## src/rtl/rgy_pkg.sv

```systemverilog
// rgy_pkg: phase encoding, default timing, next-phase rule and error bit indices
package rgy_pkg;
  localparam logic [1:0] PH_UNK = 2'd0;
  localparam logic [1:0] PH_G   = 2'd1;
  localparam logic [1:0] PH_Y   = 2'd2;
  localparam logic [1:0] PH_R   = 2'd3;
  localparam int GT_DEF = 15;
  localparam int YT_DEF = 1;
  localparam int RT_DEF = 17;
  localparam int ERR_PATTERN = 0;
  localparam int ERR_ORDER   = 1;
  localparam int ERR_SHORT   = 2;
  localparam int ERR_LONG    = 3;
  localparam int ERR_W       = 4;
  typedef enum logic {ST_ACQ, ST_TRACK} state_e;
  function automatic logic [1:0] next_ph(input logic [1:0] p);
    return p == PH_G ? PH_Y : p == PH_Y ? PH_R : p == PH_R ? PH_G : PH_UNK;
  endfunction
  function automatic logic [1:0] lamp_ph(input logic [2:0] s);
    return s == 3'b100 ? PH_G : s == 3'b010 ? PH_Y : s == 3'b001 ? PH_R : PH_UNK;
  endfunction
endpackage

```

## src/rtl/rgy_monitor_if.sv

```systemverilog
// rgy_monitor_if: lamp lines from the controller plus the monitor's status/fault outputs
interface rgy_monitor_if #(parameter int CYC_W = 16);
  logic             green;
  logic             yellow;
  logic             red;
  logic             clear_err;
  logic [1:0]       phase;
  logic             locked;
  logic             err_pattern;
  logic             err_order;
  logic             err_short;
  logic             err_long;
  logic             err_pulse;
  logic [CYC_W-1:0] cycle_count;
  modport master (output green, yellow, red, clear_err,
                  input phase, locked, err_pattern, err_order, err_short, err_long, err_pulse, cycle_count);
  modport slave  (input green, yellow, red, clear_err,
                  output phase, locked, err_pattern, err_order, err_short, err_long, err_pulse, cycle_count);
endinterface

```

## src/rtl/rgy_phase_timer.sv

```systemverilog
// rgy_phase_timer: saturating phase-duration counter with short/long compares
module rgy_phase_timer #(
  parameter int CNT_W = 6
) (
  input  logic             clk,
  input  logic             rst,
  input  logic             restart,
  input  logic             advance,
  input  logic [CNT_W-1:0] exp_len,
  output logic [CNT_W-1:0] dur_cnt,
  output logic             short_flag,
  output logic             long_hit
);
  logic [CNT_W-1:0] cnt_q, cnt_d, inc;
  assign inc = &cnt_q ? cnt_q : cnt_q + 1'b1;
  assign cnt_d = restart ? CNT_W'(1) : advance ? inc : cnt_q;
  always_ff @(posedge clk)
    if (rst) cnt_q <= '0;
    else cnt_q <= cnt_d;
  assign dur_cnt = cnt_q;
  assign short_flag = cnt_q < exp_len;
  // a saturated counter never re-hits, so long fires once per phase entry
  assign long_hit = ~&cnt_q && ({1'b0, inc} == {1'b0, exp_len} + 1'b1);
endmodule

```

## src/rtl/rgy_monitor.sv

```systemverilog
// rgy_monitor: tracks G->Y->R lamp sequence, checks phase durations, counts clean cycles
module rgy_monitor import rgy_pkg::*; #(
  parameter int GT    = GT_DEF,
  parameter int YT    = YT_DEF,
  parameter int RT    = RT_DEF,
  parameter int CNT_W = 6,
  parameter int CYC_W = 16
) (
  input  logic          clk,
  input  logic          reset,
  rgy_monitor_if.slave  bus
);
  state_e           state_q, state_d;
  logic [1:0]       phase_q, phase_d, prev_q, prev_d, s_ph;
  logic             locked_q, locked_d, full_seen_q, full_seen_d, cycle_err_q, cycle_err_d;
  logic             pulse_q, restart, advance, rg, cyc_err_now;
  logic [ERR_W-1:0] err_q, err_d, ev;
  logic [CYC_W-1:0] cycle_q, cycle_d;
  logic [CNT_W-1:0] exp_len, dur_cnt;
  logic             short_flag, long_hit;
  assign s_ph = lamp_ph({bus.green, bus.yellow, bus.red});
  assign exp_len = phase_q == PH_G ? CNT_W'(GT) : phase_q == PH_Y ? CNT_W'(YT) : CNT_W'(RT);
  rgy_phase_timer #(.CNT_W(CNT_W)) u_timer (
    .clk, .rst(reset), .restart, .advance, .exp_len, .dur_cnt, .short_flag, .long_hit
  );
  always_comb begin
    state_d = state_q;
    phase_d = phase_q;
    prev_d = prev_q;
    locked_d = locked_q;
    restart = 1'b0;
    advance = 1'b0;
    rg = 1'b0;
    ev = '0;
    if (state_q == ST_ACQ) begin
      if (s_ph == PH_UNK) ev[ERR_PATTERN] = 1'b1;
      else if (prev_q != PH_UNK && s_ph == next_ph(prev_q)) begin
        state_d = ST_TRACK;
        restart = 1'b1;
        locked_d = 1'b1;
        phase_d = s_ph;
      end else prev_d = s_ph;
    end else if (s_ph == phase_q) begin
      advance = 1'b1;
      ev[ERR_LONG] = long_hit;
    end else if (s_ph == next_ph(phase_q)) begin
      ev[ERR_SHORT] = short_flag;
      restart = 1'b1;
      phase_d = s_ph;
      rg = phase_q == PH_R;
    end else begin
      ev[ERR_ORDER] = s_ph != PH_UNK;
      ev[ERR_PATTERN] = s_ph == PH_UNK;
      state_d = ST_ACQ;
      locked_d = 1'b0;
      phase_d = PH_UNK;
      prev_d = s_ph;
    end
  end
  // errors raised on the closing R->G edge still spoil that cycle
  assign cyc_err_now = cycle_err_q | (|ev & locked_q);
  assign cycle_err_d = rg ? 1'b0 : cyc_err_now;
  assign full_seen_d = rg | (full_seen_q & state_d == ST_TRACK);
  assign cycle_d = rg && full_seen_q && !cyc_err_now && !(&cycle_q) ? cycle_q + 1'b1 : cycle_q;
  assign err_d = ev | (err_q & {ERR_W{~bus.clear_err}});
  always_ff @(posedge clk)
    if (reset) begin
      state_q <= ST_ACQ;
      phase_q <= PH_UNK;
      prev_q <= PH_UNK;
      locked_q <= 1'b0;
      full_seen_q <= 1'b0;
      cycle_err_q <= 1'b0;
      err_q <= '0;
      pulse_q <= 1'b0;
      cycle_q <= '0;
    end else begin
      state_q <= state_d;
      phase_q <= phase_d;
      prev_q <= prev_d;
      locked_q <= locked_d;
      full_seen_q <= full_seen_d;
      cycle_err_q <= cycle_err_d;
      err_q <= err_d;
      pulse_q <= |ev;
      cycle_q <= cycle_d;
    end
  assign bus.phase = phase_q;
  assign bus.locked = locked_q;
  assign bus.err_pattern = err_q[ERR_PATTERN];
  assign bus.err_order = err_q[ERR_ORDER];
  assign bus.err_short = err_q[ERR_SHORT];
  assign bus.err_long = err_q[ERR_LONG];
  assign bus.err_pulse = pulse_q;
  assign bus.cycle_count = cycle_q;
endmodule

```

## src/flat_wrapper.sv

```systemverilog
// flat-port wrapper written by rule: the top's interface ports become plain ports
module rgy_monitor_flat import rgy_pkg::*;
#(
  parameter int GT    = GT_DEF,
  parameter int YT    = YT_DEF,
  parameter int RT    = RT_DEF,
  parameter int CNT_W = 6,
  parameter int CYC_W = 16
)
  (clk, reset, bus_green, bus_yellow, bus_red, bus_clear_err, bus_phase, bus_locked, bus_err_pattern, bus_err_order, bus_err_short, bus_err_long, bus_err_pulse, bus_cycle_count);
  rgy_monitor_if #(.CYC_W(CYC_W)) bus_i ();
  input  logic clk;
  input  logic reset;
  input wire logic [$bits(bus_i.green)-1:0] bus_green;
  input wire logic [$bits(bus_i.yellow)-1:0] bus_yellow;
  input wire logic [$bits(bus_i.red)-1:0] bus_red;
  input wire logic [$bits(bus_i.clear_err)-1:0] bus_clear_err;
  output wire logic [$bits(bus_i.phase)-1:0] bus_phase;
  output wire logic [$bits(bus_i.locked)-1:0] bus_locked;
  output wire logic [$bits(bus_i.err_pattern)-1:0] bus_err_pattern;
  output wire logic [$bits(bus_i.err_order)-1:0] bus_err_order;
  output wire logic [$bits(bus_i.err_short)-1:0] bus_err_short;
  output wire logic [$bits(bus_i.err_long)-1:0] bus_err_long;
  output wire logic [$bits(bus_i.err_pulse)-1:0] bus_err_pulse;
  output wire logic [$bits(bus_i.cycle_count)-1:0] bus_cycle_count;
  assign bus_i.green = bus_green;
  assign bus_i.yellow = bus_yellow;
  assign bus_i.red = bus_red;
  assign bus_i.clear_err = bus_clear_err;
  assign bus_phase = bus_i.phase;
  assign bus_locked = bus_i.locked;
  assign bus_err_pattern = bus_i.err_pattern;
  assign bus_err_order = bus_i.err_order;
  assign bus_err_short = bus_i.err_short;
  assign bus_err_long = bus_i.err_long;
  assign bus_err_pulse = bus_i.err_pulse;
  assign bus_cycle_count = bus_i.cycle_count;
  rgy_monitor #(.GT(GT), .YT(YT), .RT(RT), .CNT_W(CNT_W), .CYC_W(CYC_W)) u_core (.clk(clk), .reset(reset), .bus(bus_i));
endmodule
```

## config.mk

```make
export PLATFORM = sky130hd
export DESIGN_NAME = rgy_monitor_flat
export DESIGN_NICKNAME = d
export VERILOG_FILES = /design/src/rtl/rgy_pkg.sv /design/src/rtl/rgy_monitor_if.sv /design/src/rtl/rgy_phase_timer.sv /design/src/rtl/rgy_monitor.sv /design/src/flat_wrapper.sv
export SDC_FILE = /design/constraint.sdc
export NUM_CORES = 1
export LEC_CHECK = 0
export CAP_MARGIN = 20
export CORE_MARGIN = 5
export CORE_UTILIZATION = 35
export DETAILED_ROUTE_END_ITERATION = 8
export PLACE_DENSITY = 0.56
export SYNTH_ARGS = -nofsm -noshare
export SYNTH_HDL_FRONTEND = slang
export SYNTH_SLANG_ARGS = --single-unit
export TNS_END_PERCENT = 30
```

## constraint.sdc

```tcl
create_clock -name clk -period 4.9 [get_ports clk]
set_clock_uncertainty 0.15 [all_clocks]
set_input_delay 1.47 -clock clk [delete_from_list [all_inputs] [get_ports clk]]
set_output_delay 1.47 -clock clk [all_outputs]
set_load 0.02 [all_outputs]
```

==> impl_metrics.toml <==
[timing]
period_needed_ns = 4.109
worst_pin_slew_ns = 0.4909
setup_ws_ns = 0.7914
slew-limit-headroom_pct = 67.16
final-hold-violation-count = 0
fin_crit_sh_pct = 83.85
drv_slew = 0
setup_viol = 0
rsz0062_at_grt = "no"
max_freq_mhz = 243.4
tns_ns = 0

[route]
wl_per_cell_um = 13.56
vias_per_cell = 5.271
drt_iter0_markers = 95
drc = 0
postRouteAntennaNets = 0
wl_um = 5100
first_pass_iters = 4
vias = 1982

[critical_path]
crit_path_max_fanout = 19
rrSetupSlack_ns = 1.80
critical_path.cell_chain = "clkdlybuf4s50_1, and4b_1, o31ai_1, o21ai_1, or4b_1, a41oi_2, buf_4, or4_1, a21oi_1"
crit_type = "in -> reg"
cp_slowest_cell = "clkdlybuf4s50_1"
crit_start = "bus_green"
arrival_ns = 4.18
startpoint_type = "primary input"
worstPathRequired_ns = 4.97
crit_path_end_kind = "flip-flop"
slowest_delay_ns = 0.69
reg2reg_from = "u_core.bus.phase[0]$_SDFFE_PP0P_"

[placement]
port_buffers = 29
hpwl_um = 3716
dp_slack_ns = 0.5079
gp_congestion = 0.7731
placed_cell_area_sq_um = 2562

[yosys]
synth_edf_count = 0
synthCells = 269
ys_warn_count = 0
ys_top_cells_by_count = "dfxtp_1, a21oi_1, nor2_1, nand2_1, or3_1"
syn-num-nets = 288
syn_area_sq_um = 2220
synth_most_common_cell = "dfxtp_1"
yosysSeqAreaShare_pct = 31.57
synthFlopType = "dfxtp_1"
syn_avg_cell_area_sq_um = 8.251
yosysUniqueCellTypes = 52
synth_top_area_cell = "dfxtp_1"
yosys-top-cells-area = "dfxtp_1, ha_1, a21oi_1"
yosysTopAreaCellShare_pct = 31.57
async_reset_ff_share_pct = 0
synth_seq_cells = 35

[clocking]
cts_tree = "built"
clock_sink_count = 35
path_clk_slew_ns = 0.08
cts_max_path_buffers = 2
cts_buffers = 5
cts_resized = 0
clk_latency_ns = 0.29
root_buffer = "clkbuf_8"
htreeDepth = 2
postCtsSetupRepairBufs = 0
holdBufCountCts = 0

[grt]
grt_usage_pct = 14.15
first_global_vias = 1970
overflow = 0
grt_max_degree = 34
grt_first_pass_wirelength_um = 9045
grt_antenna_before_repair = 0

[layout]
areaGrowthSynthToFinish_pct = 20.52
antenna_cells = 0
nNetsFinal = 317
stdcell_area_sq_um = 2675
utilization_pct = 42.86
drive_above_1_share_pct = 7.358

[pwr]
leakagePower_nw = 0.9426
max-vdd-ir-drop_v = 0.0001135
powerDensity_nw_per_um2 = 228.5

[die]
rows = 29
die_h_um = 89.64
start_util_pct = 35.57
die-area_sq_um = 8034
core-area_sq_um = 6241
die_w_um = 89.64
io_pins = 30

[hold_path]
hold_start = "u_core.full_seen_q$_SDFF_PP0_"
min_path_type = "reg -> reg"

[run_status]
outcome = "finished clean"

[run]
max_cap_viol_count = 0
[per-layer routing]
| metal | part of all wire (%) | wire length (um) | vias up | global-route usage [%] |
|---|---|---|---|---|
| li1 | - | - | 1043 | - |
| met1 | 49 | 2485 | 903 | 17.84 |
| met2 | 47 | 2408 | 31 | 24.07 |
| met3 | 2.9 | 149 | 5 | 2.555 |
| met4 | 1.1 | 57 | 0 | 5.142 |
| met5 | 0 | 0 | - | 0 |
[worst max-delay path: cells and delay by family]
kind                   cells  cell delay, ns
buffers and inverters      2            0.92
AO/OA/AOI/OAI              4            0.80
AND/OR/NAND/NOR            3            0.98
[report_power, final]
part | leakage (nW) | internal (mW) | switching (mW)
Sequential | 0.283 | 0.287 | 0.00254
Combinational | 0.602 | 0.0230 | 0.0321
Clock | 0.0581 | 0.152 | 0.115
[state kept, by name, summed over array words and instances, names as in the netlist]
name                    cells
u_core.err_q                4
u_core.u_timer.dur_cnt      6
u_core.state_q              1
u_core.bus.cycle_count     16
u_core.prev_q               2
u_core.bus.err_pulse        1
u_core.bus.phase            2
u_core.cycle_err_q          1
u_core.full_seen_q          1
u_core.bus.locked           1
[worst paths after layout]
check	to	depth (start not counted)
max	u_core.bus.cycle_count[11]$_SDFFE_PP0P_	9
min reg2reg	u_core.full_seen_q$_SDFF_PP0_	2
max reg2reg	u_core.bus.cycle_count[5]$_SDFFE_PP0P_	8
min	u_core.full_seen_q$_SDFF_PP0_	2
[logic make-up after synthesis]
family | count (synthesis) | share of synthesized area [%]
flip-flops | 35 | 31.57
AND/OR/NAND/NOR | 116 | 29.54
multiplexers | 7 | 3.269
buffers and inverters | 21 | 5.017
XOR/XNOR | 6 | 2.706
adder cells (fa/ha/maj) | 14 | 7.779
AO/OA/AOI/OAI | 70 | 20.12
[area by class of cell]
class	instances	area [sq um]
fill	637	3566
multi-input combinational	213	1408
sequential	35	700.7
timing repair buffer	33	320.3
tap	77	96.34
clock buffer	5	68.82
clock inverter	3	43.79
inverter	10	37.54
[cell usage in the layout, fill, tap and decap left out, types with 2 or more instances in the layout]
| cell | instances |
|---|---|
| and4bb_2 | 2 |
| nand2_1 | 15 |
| a211oi_1 | 5 |
| nor3_1 | 5 |
| or2_2 | 2 |
| clkbuf_8 | 5 |
| nand4_1 | 7 |
| a21oi_1 | 30 |
| clkdlybuf4s50_1 | 29 |
| or3_1 | 15 |
| o21ai_1 | 3 |
| nand3_1 | 12 |
| o21a_1 | 2 |
| nor2b_1 | 4 |
| buf_4 | 4 |
| xnor2_1 | 4 |
| and4_1 | 3 |
| mux2i_1 | 5 |
| and3_1 | 5 |
| nor2_1 | 24 |
| o31ai_1 | 4 |
| dfxtp_1 | 35 |
| inv_1 | 10 |
| nand2b_1 | 6 |
| ha_1 | 13 |
| a22oi_1 | 4 |
| or4_1 | 2 |
| o21ai_0 | 13 |
| and2_1 | 6 |
[stage by stage]
step,hold slack (ns),power (mW),std cells
detailed placement,0.3182,0.3521,368
floorplan,0.2997,0.3358,269
global placement,0.3158,0.3515,368
global route,0.3637,0.6401,376
CTS,0.3311,0.6235,376
finish,0.3256,0.6112,376
Note: power is estimated with default switching activity, not from simulation.
